**config.mk**
```make
export PLATFORM = sky130hd
export DESIGN_NAME = triangle_raster_scheduler
export DESIGN_NICKNAME = d
export VERILOG_FILES = /design/src/rtl/triangle_raster_scheduler.sv
export SDC_FILE = /design/constraint.sdc
export NUM_CORES = 1
export LEC_CHECK = 0
export CELL_PAD_IN_SITES_DETAIL_PLACEMENT = 1
export CELL_PAD_IN_SITES_GLOBAL_PLACEMENT = 2
export CORE_AREA = 3 3 214 216
export DETAILED_ROUTE_END_ITERATION = 10
export DIE_AREA = 0 0 217 219
export DONT_BUFFER_PORTS = 1
export GPL_ROUTABILITY_DRIVEN = 0
export GPL_TIMING_DRIVEN = 0
export PLACE_DENSITY = 0.8
export SYNTH_ARGS = -nofsm -noshare
export SYNTH_HDL_FRONTEND = slang
export SYNTH_SLANG_ARGS = --single-unit
```
**constraint.sdc**
```tcl
create_clock -name clk -period 4.1 [get_ports clk]
set_input_delay 0.41 -clock clk [delete_from_list [all_inputs] [get_ports clk]]
set_output_delay 0.41 -clock clk [all_outputs]
set_load 0.02 [all_outputs]
```
**src/rtl/triangle_raster_scheduler.sv**
```systemverilog
// rtl/triangle_raster_scheduler.sv - walks a clamped triangle bounding box and feeds the interpolator
// Shared stream types live in the package; the scheduler module follows it.

package triangle_raster_pkg;

  typedef struct packed {
    logic [15:0] x;
    logic [15:0] y;
    logic [15:0] z;
  } vertex_t;

  typedef struct packed {
    vertex_t     v0;
    vertex_t     v1;
    vertex_t     v2;
    logic [15:0] attr0;
    logic [15:0] attr1;
    logic [15:0] attr2;
    logic [31:0] area_inv;
  } attributed_triangle_t;

  typedef struct packed {
    logic last;
  } triangle_metadata_t;

  typedef struct packed {
    logic [15:0] x;
    logic [15:0] y;
  } pixel_coordinate_t;

  typedef struct packed {
    logic last;
  } pixel_metadata_t;

  typedef struct packed {
    logic [15:0] min_x;
    logic [15:0] min_y;
    logic [15:0] max_x;
    logic [15:0] max_y;
  } bbox_t;

endpackage

module triangle_raster_scheduler
  import triangle_raster_pkg::*;
#(
  parameter int VIEWPORT_WIDTH  = 160,
  parameter int VIEWPORT_HEIGHT = 120
) (
  input  logic                 clk,
  input  logic                 rstn,
  output logic                 triangle_s_ready,
  input  logic                 triangle_s_valid,
  input  attributed_triangle_t triangle_s_data,
  input  triangle_metadata_t   triangle_s_metadata,
  input  bbox_t                bbox_s_data,
  input  logic                 attributed_triangle_m_ready,
  output logic                 attributed_triangle_m_valid,
  output attributed_triangle_t attributed_triangle_m_data,
  output triangle_metadata_t   attributed_triangle_m_metadata,
  input  logic                 pixel_coordinate_m_ready,
  output logic                 pixel_coordinate_m_valid,
  output pixel_coordinate_t    pixel_coordinate_m_data,
  output pixel_metadata_t      pixel_coordinate_m_metadata,
  output logic                 busy
);

  localparam logic signed [15:0] X_LIMIT = 16'(VIEWPORT_WIDTH - 1);
  localparam logic signed [15:0] Y_LIMIT = 16'(VIEWPORT_HEIGHT - 1);

  typedef enum logic [1:0] {
    IDLE  = 2'd0,
    SCAN  = 2'd1,
    FLUSH = 2'd2
  } state_e;

  state_e               state_q, state_d;
  attributed_triangle_t trg_q, trg_d;
  triangle_metadata_t   meta_q, meta_d;
  logic signed [15:0]   cmin_x_q, cmin_x_d;
  logic signed [15:0]   cmax_x_q, cmax_x_d;
  logic signed [15:0]   cmax_y_q, cmax_y_d;
  logic signed [15:0]   x_q, x_d;
  logic signed [15:0]   y_q, y_d;
  logic                 first_q, first_d;

  logic signed [15:0] min_x_s, min_y_s, max_x_s, max_y_s;
  logic signed [15:0] cmin_x, cmin_y, cmax_x, cmax_y;
  logic               box_empty;
  logic               pix_valid, trg_valid, beat_xfer, last_pix;

  // Viewport clamp of the incoming box, evaluated in signed 16-bit arithmetic.
  always_comb begin
    min_x_s   = $signed(bbox_s_data.min_x);
    min_y_s   = $signed(bbox_s_data.min_y);
    max_x_s   = $signed(bbox_s_data.max_x);
    max_y_s   = $signed(bbox_s_data.max_y);
    cmin_x    = (min_x_s < 16'sd0) ? 16'sd0 : min_x_s;
    cmin_y    = (min_y_s < 16'sd0) ? 16'sd0 : min_y_s;
    cmax_x    = (max_x_s > X_LIMIT) ? X_LIMIT : max_x_s;
    cmax_y    = (max_y_s > Y_LIMIT) ? Y_LIMIT : max_y_s;
    box_empty = (cmin_x > cmax_x) || (cmin_y > cmax_y);
  end

  // The triangle rides only on the first beat of a scan, or on the lone flush beat.
  always_comb begin
    pix_valid = (state_q != IDLE);
    trg_valid = ((state_q == SCAN) && first_q) || (state_q == FLUSH);
    beat_xfer = pix_valid && pixel_coordinate_m_ready
                && (!trg_valid || attributed_triangle_m_ready);
    last_pix  = (x_q == cmax_x_q) && (y_q == cmax_y_q);
  end

  always_comb begin
    state_d  = state_q;
    trg_d    = trg_q;
    meta_d   = meta_q;
    cmin_x_d = cmin_x_q;
    cmax_x_d = cmax_x_q;
    cmax_y_d = cmax_y_q;
    x_d      = x_q;
    y_d      = y_q;
    first_d  = first_q;
    case (state_q)
      IDLE: begin
        if (triangle_s_valid) begin
          trg_d    = triangle_s_data;
          meta_d   = triangle_s_metadata;
          cmin_x_d = cmin_x;
          cmax_x_d = cmax_x;
          cmax_y_d = cmax_y;
          x_d      = cmin_x;
          y_d      = cmin_y;
          first_d  = 1'b1;
          if (!box_empty) begin
            state_d = SCAN;
          end else if (triangle_s_metadata.last) begin
            state_d = FLUSH;
          end
        end
      end
      SCAN: begin
        if (beat_xfer) begin
          first_d = 1'b0;
          if (x_q < cmax_x_q) begin
            x_d = x_q + 16'sd1;
          end else begin
            x_d = cmin_x_q;
            y_d = y_q + 16'sd1;
          end
          if (last_pix) begin
            state_d = IDLE;
          end
        end
      end
      FLUSH: begin
        if (beat_xfer) begin
          state_d = IDLE;
        end
      end
      default: state_d = IDLE;
    endcase
  end

  always_ff @(posedge clk or negedge rstn) begin
    if (!rstn) begin
      state_q  <= IDLE;
      trg_q    <= '0;
      meta_q   <= '0;
      cmin_x_q <= '0;
      cmax_x_q <= '0;
      cmax_y_q <= '0;
      x_q      <= '0;
      y_q      <= '0;
      first_q  <= 1'b0;
    end else begin
      state_q  <= state_d;
      trg_q    <= trg_d;
      meta_q   <= meta_d;
      cmin_x_q <= cmin_x_d;
      cmax_x_q <= cmax_x_d;
      cmax_y_q <= cmax_y_d;
      x_q      <= x_d;
      y_q      <= y_d;
      first_q  <= first_d;
    end
  end

  // Flush beat: zero triangle at (0,0) so coverage is 0 but the frame-end marker survives.
  always_comb begin
    triangle_s_ready                    = (state_q == IDLE);
    busy                                = (state_q != IDLE);
    pixel_coordinate_m_valid            = pix_valid;
    attributed_triangle_m_valid         = trg_valid;
    attributed_triangle_m_data          = (state_q == FLUSH) ? '0 : trg_q;
    attributed_triangle_m_metadata.last = (state_q == FLUSH) ? 1'b1 : meta_q.last;
    pixel_coordinate_m_data.x           = (state_q == FLUSH) ? 16'd0 : x_q;
    pixel_coordinate_m_data.y           = (state_q == FLUSH) ? 16'd0 : y_q;
    pixel_coordinate_m_metadata.last    = (state_q == FLUSH) || ((state_q == SCAN) && last_pix);
  end

endmodule

```
==> results of run 1 <==
## flip-flops by register name, indices dropped and copies added, names as in the netlist
register / flops
meta_q: 1
cmax_x_q: 16
cmax_y_q: 16
y_q: 16
first_q: 1
trg_q: 224
state_q: 2
cmin_x_q: 15
x_q: 16
## kinds of logic after synthesis
logic type               share of synthesized area, %
adder cells (fa/ha/maj)                          3.83
XOR/XNOR                                         1.45
buffers and inverters                            3.42
AO/OA/AOI/OAI                                    6.45
multiplexers                                    0.911
flip-flops                                       49.0
AND/OR/NAND/NOR                                  34.9
## cell type report
cell class                      count  area, µm²  area share (%)
Sequential cell                   307       7680            38.6
Multi-Input combinational cell   1467       7450            37.5
Timing Repair Buffer              225       2250            11.3
Clock buffer                       56       1100            5.53
Tap cell                          592        741            3.72
Buffer                            113        455            2.29
Clock inverter                     10        110           0.554
Inverter                           22       82.6           0.415
Antenna cell                        6       15.0          0.0755
## per-layer routing
layer / share of wire (%) / wire, µm / vias up / track usage [%]
met4: 3.9 / 2560 / 0 / 10.7
met1: 38 / 24900 / 7283 / 30.9
met2: 51 / 33100 / 472 / 47.1
met5: 0 / 0 / - / 0
met3: 6.5 / 4240 / 129 / 6.83
li1: - / - / 6584 / -
## timing repair
item,4_1_cts,5_1_grt
setup endpoints to repair,0,45
gates resized for setup,0,5
hold endpoints to repair,533,307
## how the worst max path moves through the flow
stage / end / slack [ns] / depth (start not counted)
6_report: pixel_coordinate_m_data[5] / 0.25 / 6
5_1_grt: pixel_coordinate_m_data[5] / -0.0004 / 6
4_1_cts: pixel_coordinate_m_data[24] / 0.03 / 6
3_5_place_dp: pixel_coordinate_m_data[24] / 0.65 / 6
3_3_place_gp: pixel_coordinate_m_data[24] / 0.64 / 6
2_1_floorplan: state_q[1] / 1.50 / 10
## synthesized netlist by cell type, types with 16 or more instances
master / instances
a21oi_1: 39
a31oi_1: 16
and2_1: 256
clkbuf_1: 105
dfrtp_1: 307
ha_1: 48
inv_1: 22
nand2_1: 809
nand3_1: 22
nor2_1: 25
nor2b_1: 35
o21ai_0: 64
xnor2_1: 19
## power groups by stage
stage / Sequential [mW] / Combinational, mW / Clock, mW
floorplan: 5.09 / 5.92 / 0
global placement: 5.33 / 7.77 / 0
detailed placement: 5.41 / 7.92 / 0
CTS: 5.39 / 8.15 / 3.44
global route: 5.61 / 8.96 / 3.59
finish: 5.44 / 8.20 / 3.36
## worst max-delay path, cell delays in order, from the launching register on
cell      delay [ns]
dfrtp_1         0.39
clkbuf_1        0.41
nand2b_1        0.17
clkbuf_1        0.46
clkbuf_1        0.55
clkbuf_1        0.52
and2_1          0.39
## through the flow
| step | area [µm²] | setup WS, ns | std cells |
|---|---|---|---|
| after floorplan | 15700 | 1.50 | 1909 |
| after global placement | 16400 | 0.643 | 2501 |
| after detailed placement | 16400 | 0.646 | 2501 |
| after CTS | 19900 | 0.0286 | 2792 |
| after global routing | 19900 | -0.000351 | 2798 |
| final | 19900 | 0.249 | 2798 |
## layout by cell type (no fill, tap or decap), types with 19 or more instances in the layout
cell type,count
o21ai_0,64
inv_1,22
nand3_1,22
dlygate4sd3_1,225
clkbuf_16,39
and2_1,256
nor2b_1,35
clkbuf_1,114
ha_1,48
nor2_1,25
dfrtp_1,307
xnor2_1,19
a21oi_1,39
nand2_1,809
==> results.sh, run 1 <==
export IMPL_required_ns=3.69
export IMPL_p_comb_share_pct=48.2
export IMPL_r2r_slack_ns=1.25
export IMPL_finalClockSkew_ns=0.0108
export IMPL_worst_slew_pin_slew_ns=1.25
export IMPL_clkSinkCount=307
export IMPL_gr_total_overflow=0
export IMPL_drv_cap=0
export IMPL_hold_viol=307
export IMPL_ctsLongestPathBuffers=3
export IMPL_max_freq_mhz=260
export IMPL_syn_to_final_growth_pct=26.9
export IMPL_cts_tree="yes"
export IMPL_critPathMaxFanout=10
export IMPL_vias=14500
export IMPL_hpwl_mm=45.5
export IMPL_nFillCells=5260
export IMPL_ys_flop_type="dfrtp_1"
export IMPL_io_pins=556
export IMPL_ctsRootBufferMaster="clkbuf_16"
export IMPL_cts_made_buffers=39
export IMPL_synth_fp_nets=2251
export IMPL_grt_pass1_vias=16000
export IMPL_tns_ns=0
export IMPL_ys_seq_elements=307
export IMPL_h_tree_depth=2
export IMPL_wl_per_cell_um=23.2
export IMPL_drtAntennaViolNets=0
export IMPL_ys_warn_count=0
export IMPL_holdBufCountCts=225
export IMPL_cts_clk_slew_worst_paths_ns=0.06
export IMPL_via_per_inst=5.17
export IMPL_num_rows=77
export IMPL_vdd_drop_max_mv=0.426
export IMPL_io_buffers=0
export IMPL_p_int_mw=8.71
export IMPL_drt_iter0_markers=693
export IMPL_yosys_area_top_type="dfrtp_1"
export IMPL_holdWs_ns=-0.432
export IMPL_clk_latency_ns=0.54
export IMPL_power_mw=17.0
export IMPL_final_core_util_pct=45.1
export IMPL_ys_seq_area_share_pct=49.0
export IMPL_fin_crit_sh_pct=93.9
export IMPL_grt_pass1_wl_mm=97.3
export IMPL_cp_end_kind="output pin"
export IMPL_power_leakage_nw=9.51
export IMPL_switching_share_pct=48.8
export IMPL_drive_gt1_share_pct=3.41
export IMPL_avgSynthCellArea_um2=8.21
export IMPL_gr_usage_all_layers_pct=26.6
export IMPL_postCtsSetupRepairBufs=0
export IMPL_worstReg2RegEnd="state_q[0]"
export IMPL_syn_inst=1909
export IMPL_antenna_found_initial=6
export IMPL_slew_headroom_pct=17.0
export IMPL_finalSetupViolations=0
export IMPL_crit_path_start_kind="register"
export IMPL_ys_async_sr_fraction_pct=100
export IMPL_die_w_um=217
export IMPL_clkPwrFrac_pct=19.8
export IMPL_slew_viol_final=0
export IMPL_cp_startpoint="state_q[0]"
export IMPL_start_util_pct=35.5
export IMPL_core_area_mm2=0.0441
export IMPL_period_needed_ns=3.85
export IMPL_worstSetupPathType="register to output pin"
export IMPL_final_nets=2517
export IMPL_grt_max_degree=308
export IMPL_seq_power_share_pct=32.0
export IMPL_status="complete, but fails checks"
export IMPL_r2r_start="state_q[0]"
export IMPL_power_density_mw_per_mm2=855
export IMPL_post_synth_top_area_fraction_pct=49.0
export IMPL_yosysUniqueCellTypes=53
export IMPL_firstDrtPassIters=5
export IMPL_hold_class="primary input to asynchronous set/reset pin"
export IMPL_worstPathArrival_ns=3.44
export IMPL_synth_area_leaders="dfrtp_1, nand2_1, and2_1, ha_1, clkbuf_1"
export IMPL_die_h_um=219
export IMPL_dieArea_mm2=0.0475
export IMPL_routed_wl_mm=64.8
export IMPL_synth_edf_count=0
export IMPL_p_sw_mw=8.29
export IMPL_violations="negative hold slack"
export IMPL_syn_area_mm2=0.0157
export IMPL_worst_r2r_cell_count=7
export IMPL_drc=0
No activity file was read; power rests on OpenSTA's default activity.
==> run 2: changes to the inputs <==
--- a/config.mk
+++ b/config.mk
@@ -14,6 +14,8 @@
 export GPL_ROUTABILITY_DRIVEN = 0
 export GPL_TIMING_DRIVEN = 0
 export PLACE_DENSITY = 0.8
+export SKIP_LAST_GASP = 1
+export SLEW_MARGIN = 20
 export SYNTH_ARGS = -nofsm -noshare
 export SYNTH_HDL_FRONTEND = slang
 export SYNTH_SLANG_ARGS = --single-unit
==> run 2 against run 1 <==
The flow still finishes with violations (negative hold slack). Design area about the same. Clock-buffer cell count unchanged. Largest cell class unchanged. Power about the same. Non-clock buffer count unchanged. Flip-flop and latch count unchanged. Highest routed layer unchanged. Critical path type unchanged. Critical path depth unchanged. Register-to-register slack better by 0.10 ns. Sequential power about the same. Wire length about the same. Clock skew about the same. Worst hold slack about the same.
==> results.sh, run 2 (synthesis gave the netlist of run 1 again) <==
export IMPL_drv_cap=0
export IMPL_hpwl_mm=45.5
export IMPL_ctsLongestPathBuffers=3
export IMPL_required_ns=3.69
export IMPL_finalSetupViolations=0
export IMPL_wl_per_cell_um=23.1
export IMPL_holdBufCountCts=225
export IMPL_dp_cells=2501
export IMPL_start_util_pct=35.5
export IMPL_gr_total_overflow=0
export IMPL_nFillCells=5260
export IMPL_critPathMaxFanout=10
export IMPL_max_freq_mhz=267
export IMPL_grt_pass1_wl_mm=97.3
export IMPL_tns_ns=0
export IMPL_drc=0
export IMPL_num_rows=77
export IMPL_status="complete, but fails checks"
export IMPL_top_layer="met4"
export IMPL_finalClockSkew_ns=0.0107
export IMPL_largest_register="trg_q"
export IMPL_h_tree_depth=2
export IMPL_final_cell_mix="nand2_1, dfrtp_1, and2_1"
export IMPL_grt_pass1_vias=16000
export IMPL_drtAntennaViolNets=0
export IMPL_multi_input_comb_area_mm2=0.00745
export IMPL_ctsRootBufferMaster="clkbuf_16"
export IMPL_drt_iter0_markers=682
export IMPL_antenna_found_initial=6
export IMPL_firstDrtPassIters=5
export IMPL_worstPathArrival_ns=3.34
export IMPL_period_needed_ns=3.75
export IMPL_violations="negative hold slack"
export IMPL_syn_to_final_growth_pct=26.9
export IMPL_power_density_mw_per_mm2=855
export IMPL_power_mw=17.0
export IMPL_worst_slew_pin_slew_ns=1.31
export IMPL_via_per_inst=5.17
export IMPL_holdWs_ns=-0.433
export IMPL_cts_made_buffers=39
export IMPL_die_w_um=217
export IMPL_p_int_mw=8.71
export IMPL_final_nets=2517
export IMPL_fin_crit_sh_pct=91.4
export IMPL_crit_path_start_kind="register"
export IMPL_core_area_mm2=0.0441
export IMPL_routed_wl_mm=64.8
export IMPL_io_pins=556
export IMPL_wl_met1_mm=24.9
export IMPL_vdd_drop_max_mv=0.426
export IMPL_seq_area_mm2=0.00768
export IMPL_slew_headroom_pct=12.7
export IMPL_stdcell_count=2798
export IMPL_final_common_cell="nand2_1"
export IMPL_p_sw_mw=8.29
export IMPL_slew_viol_final=0
export IMPL_cts_tree="yes"
export IMPL_rsz0062_at_grt="false"
export IMPL_clkPwrFrac_pct=19.8
export IMPL_seq_power_share_pct=32.0
export IMPL_hold_class="primary input to asynchronous set/reset pin"
export IMPL_switching_share_pct=48.8
export IMPL_vias=14500
export IMPL_die_h_um=219
export IMPL_clkSinkCount=307
export IMPL_cts_clk_slew_worst_paths_ns=0.06
export IMPL_largest_reg_flops=224
export IMPL_clk_latency_ns=0.55
export IMPL_p_comb_share_pct=48.2
export IMPL_gr_usage_all_layers_pct=26.6
export IMPL_postCtsSetupRepairBufs=0
export IMPL_cp_end_kind="output pin"
export IMPL_wl_met3_mm=4.27
export IMPL_worstSetupPathType="register to output pin"
export IMPL_io_buffers=0
export IMPL_power_leakage_nw=9.51
export IMPL_dieArea_mm2=0.0475
export IMPL_drive_gt1_share_pct=3.45
export IMPL_hold_viol=307
export IMPL_grt_max_degree=308
export IMPL_met2_length_mm=33.0
[run 2: cell count changes in the layout (fill, tap and decap cells not counted)]
cell / delta
clkbuf_1: -1
clkbuf_2: +1
o21ai_0: -1
o21ai_1: +1
[run 2: worst max-delay path, stage by stage, from the launching register on]
cell and delay (ns):
dfrtp_1 0.39, clkbuf_1 0.42, nand2b_1 0.17, clkbuf_1 0.45, clkbuf_2 0.48, clkbuf_1 0.41
and2_1 0.46
[run 2: stage by stage]
step                area [µm²]  util, %  setup WS [ns]
floorplan                15700        -           1.50
global placement         16400     37.2          0.643
detailed placement       16400     37.2          0.646
CTS                      19900     45.0         0.0286
global route             19900     45.1          0.139
finish                   19900     45.1          0.353
[run 2: power groups by stage]
stage,registers [mW],logic [mW],clock network [mW]
after detailed placement,5.41,7.92,0
after global routing,5.61,8.96,3.59
after global placement,5.33,7.77,0
after floorplan,5.09,5.92,0
final,5.44,8.20,3.36
after CTS,5.39,8.15,3.44
[run 2: cell type report]
class                           instances  share of cell area, %
Antenna cell                            6                 0.0755
Buffer                                113                   2.30
Clock buffer                           56                   5.53
Clock inverter                         10                  0.554
Inverter                               22                  0.415
Multi-Input combinational cell       1467                   37.4
Sequential cell                       307                   38.6
Tap cell                              592                   3.72
Timing Repair Buffer                  225                   11.3
[run 2: worst paths after layout]
kind | cells after the start | slack, ns | end | start
setup / recovery | 6 | 0.35 | attributed_triangle_m_data[140] | state_q[0]
hold / removal | 0 | -0.43 | trg_q[170] | rstn
setup reg to reg | 9 | 1.35 | y_q[11] | x_q[5]
hold reg to reg | 2 | 0.46 | trg_q[30] | trg_q[30]
max in group asynchronous | 0 | 3.48 | y_q[10] | rstn
min in group clk | 2 | 0.07 | cmax_x_q[9] | bbox_s_data[25]
[run 2: metal layers]
metal,track usage (%),up-vias
li1,-,6581
met1,30.9,7265
met2,47.1,487
met3,6.83,129
met4,10.7,0
met5,0,-
[run 2: timing repair]
item | in CTS | in global routing
endpoints found under the setup margin | 0 | 50
gates resized for setup | 0 | 7
endpoints found under the hold margin | 533 | 307
==> run 3: changes to the inputs <==
--- a/config.mk
+++ b/config.mk
@@ -5,15 +5,16 @@
 export SDC_FILE = /design/constraint.sdc
 export NUM_CORES = 1
 export LEC_CHECK = 0
+export ABC_AREA = 1
 export CELL_PAD_IN_SITES_DETAIL_PLACEMENT = 1
 export CELL_PAD_IN_SITES_GLOBAL_PLACEMENT = 2
-export CORE_AREA = 3 3 214 216
+export CORE_AREA = 3 3 218 220
 export DETAILED_ROUTE_END_ITERATION = 10
-export DIE_AREA = 0 0 217 219
+export DIE_AREA = 0 0 221 223
 export DONT_BUFFER_PORTS = 1
 export GPL_ROUTABILITY_DRIVEN = 0
 export GPL_TIMING_DRIVEN = 0
-export PLACE_DENSITY = 0.8
+export PLACE_DENSITY = 0.81
 export SKIP_LAST_GASP = 1
 export SLEW_MARGIN = 20
 export SYNTH_ARGS = -nofsm -noshare
==> run 3 against run 2 <==
The flow still finishes with violations (negative hold slack). Critical path depth unchanged. Worst setup slack better by 0.19 ns. First-iteration DRC count up 12%. Register-to-register slack worse by 0.08 ns. Non-clock buffer count down 24. Wire length up 4.3%. Cell count up 8.1%. Synthesized cell count up 12%. Largest cell class unchanged. Largest power group unchanged. Highest routed layer is now met5.
==> results.sh, run 3 <==
export IMPL_status="complete, but fails checks"
export IMPL_violations="negative hold slack"
export IMPL_synthMostInstantiatedCell="nand2_1"
export IMPL_syn_area_mm2=0.0159
export IMPL_gr_usage_all_layers_pct=26.8
export IMPL_worst_slew_pin_slew_ns=1.04
export IMPL_cts_clk_slew_worst_paths_ns=0.06
export IMPL_power_density_mw_per_mm2=830
export IMPL_ctsRootBufferMaster="clkbuf_16"
export IMPL_syn_inst=2142
export IMPL_syn_to_final_growth_pct=25.3
export IMPL_wl_met1_mm=26.7
export IMPL_ys_async_sr_fraction_pct=100
export IMPL_hold_viol=307
export IMPL_seq_power_share_pct=31.2
export IMPL_vias=15200
export IMPL_num_rows=78
export IMPL_holdWs_ns=-0.431
export IMPL_max_freq_mhz=281
export IMPL_postCtsSetupRepairBufs=0
export IMPL_r2r_start="state_q[0]"
export IMPL_met2_length_mm=33.1
export IMPL_worstSetupPathType="register to output pin"
export IMPL_drt_iter0_markers=767
export IMPL_placed_area_mm2=0.0167
export IMPL_cts_tree="yes"
export IMPL_io_pins=556
export IMPL_stdcell_count=3024
export IMPL_synth_common_cells="nand2_1, inv_1, nor2_1"
export IMPL_antenna_found_initial=6
export IMPL_slew_headroom_pct=30.8
export IMPL_cp_end_kind="output pin"
export IMPL_rsz0062_at_grt="false"
export IMPL_drtAntennaViolNets=0
export IMPL_die_h_um=223
export IMPL_final_nets=2732
export IMPL_synth_fp_nets=2484
export IMPL_switching_share_pct=50.4
export IMPL_grt_max_degree=308
export IMPL_hold_class="primary input to asynchronous set/reset pin"
export IMPL_fin_crit_sh_pct=86.7
export IMPL_hpwl_mm=49.8
export IMPL_worstReg2RegEnd="trg_q[16]"
export IMPL_finalSetupViolations=0
export IMPL_r2r_slack_ns=1.27
export IMPL_ys_flop_type="dfrtp_1"
export IMPL_clk_latency_ns=0.55
export IMPL_clkSinkCount=307
export IMPL_final_core_util_pct=43.9
export IMPL_pre_cts_ws_ns=1.11
export IMPL_synth_edf_count=0
export IMPL_routed_wl_mm=67.5
export IMPL_critPathMaxFanout=10
export IMPL_tns_ns=0
export IMPL_drc=0
export IMPL_worstPathArrival_ns=3.14
export IMPL_period_needed_ns=3.55
export IMPL_crit_path_start_kind="register"
export IMPL_worst_r2r_cell_count=8
export IMPL_wl_per_cell_um=22.3
export IMPL_final_common_cell="nand2_1"
export IMPL_vdd_drop_max_mv=0.449
export IMPL_cts_made_buffers=38
export IMPL_start_util_pct=35.0
export IMPL_largest_register="trg_q"
export IMPL_grt_pass1_wl_mm=102
export IMPL_post_synth_top_area_fraction_pct=48.2
export IMPL_final_cell_mix="nand2_1, inv_1, nor2_1"
export IMPL_cts_resized=0
export IMPL_finalClockSkew_ns=0.0200
export IMPL_design_area_mm2=0.0200
export IMPL_power_mw=16.6
export IMPL_p_sw_mw=8.35
export IMPL_largest_reg_flops=224
export IMPL_dp_cells=2742
export IMPL_dieArea_mm2=0.0493
export IMPL_grt_pass1_vias=16900
export IMPL_yosys_area_top_type="dfrtp_1"
export IMPL_top_layer="met5"
export IMPL_firstDrtPassIters=5
export IMPL_synth_area_leaders="dfrtp_1, nand2_1, inv_1, nor2_1, o21ai_0"
export IMPL_required_ns=3.69
export IMPL_ys_warn_count=0
export IMPL_slew_viol_final=0
export IMPL_ctsLongestPathBuffers=3
export IMPL_holdBufCountCts=208
export IMPL_core_area_mm2=0.0455
export IMPL_gr_total_overflow=0
export IMPL_power_leakage_nw=9.86
export IMPL_via_per_inst=5.03
export IMPL_drv_cap=0
export IMPL_drive_gt1_share_pct=5.55
export IMPL_io_buffers=0
export IMPL_ys_seq_elements=307
export IMPL_yosysUniqueCellTypes=34
export IMPL_avgSynthCellArea_um2=7.44
export IMPL_clkPwrFrac_pct=19.7
export IMPL_ys_seq_area_share_pct=48.2
export IMPL_p_int_mw=8.22
export IMPL_wl_met3_mm=4.28
export IMPL_setup_ws_ns=0.546
export IMPL_die_w_um=221
export IMPL_h_tree_depth=2
export IMPL_p_comb_share_pct=49.2
-- run 3: changes by cell type in the layout (fill, tap and decap cells not counted), sizes merged, moves of 39 or more --
cell    before  now
inv         24  359
nor2        25  327
nand2      810  533
and2       256    1
o21ai       65  289
nand3       22   71
clkbuf     161  119
buf          8   47
-- run 3: worst max path at each step --
stage                          startpoint                              to  slack [ns]  depth (start not counted)
after floorplan           bbox_s_data[13]                      state_q[0]        1.67                         19
after global placement         state_q[0]  attributed_triangle_m_data[48]        1.09                          6
after detailed placement       state_q[0]  attributed_triangle_m_data[49]        1.11                          6
after CTS                      state_q[0]  attributed_triangle_m_data[49]        0.51                          6
after global routing           state_q[0]  attributed_triangle_m_data[51]        0.33                          6
final                          state_q[0]  attributed_triangle_m_data[51]        0.55                          6
-- run 3: per-layer routing --
metal	vias up	GRT usage, %
met5	-	0.587
met4	2	13.3
met3	179	7.00
met2	533	46.1
met1	7482	31.0
li1	7006	-
-- run 3: layout make-up --
type	instances	area (µm²)
fill	5592	25500
sequential	307	7680
multi-input combinational	1370	6410
timing repair buffer	208	2080
inverter	359	1350
clock buffer	60	1110
tap	600	751
buffer	106	484
clock inverter	6	65.1
antenna	8	20.0
-- run 3: critical path, cell delays in order (launching register included) --
cell and delay [ns]:
dfrtp_1 0.47, inv_2 0.14, nand2_2 0.13, clkinv_1 0.12, clkbuf_1 0.67, clkbuf_1 0.68, nor2_1 0.39
-- run 3: power by group through the flow --
| stage | combinational, mW | sequential [mW] | clock [mW] |
|---|---|---|---|
| floorplan | 5.80 | 4.93 | 0 |
| global placement | 7.69 | 5.11 | 0 |
| detailed placement | 7.88 | 5.18 | 0 |
| CTS | 8.09 | 5.14 | 3.33 |
| global route | 8.96 | 5.31 | 3.49 |
| finish | 8.15 | 5.16 | 3.26 |
-- run 3: cell families after synthesis --
kind of cell | count (synthesis) | share of synthesized area (%)
AOI/OAI and AO/OA | 321 | 10.4
xor gates and xnor gates | 35 | 1.92
buffers and inverters | 465 | 11.5
and+or+nand+nor | 966 | 24.2
DFF | 307 | 48.2
adders and majority gates | 48 | 3.77
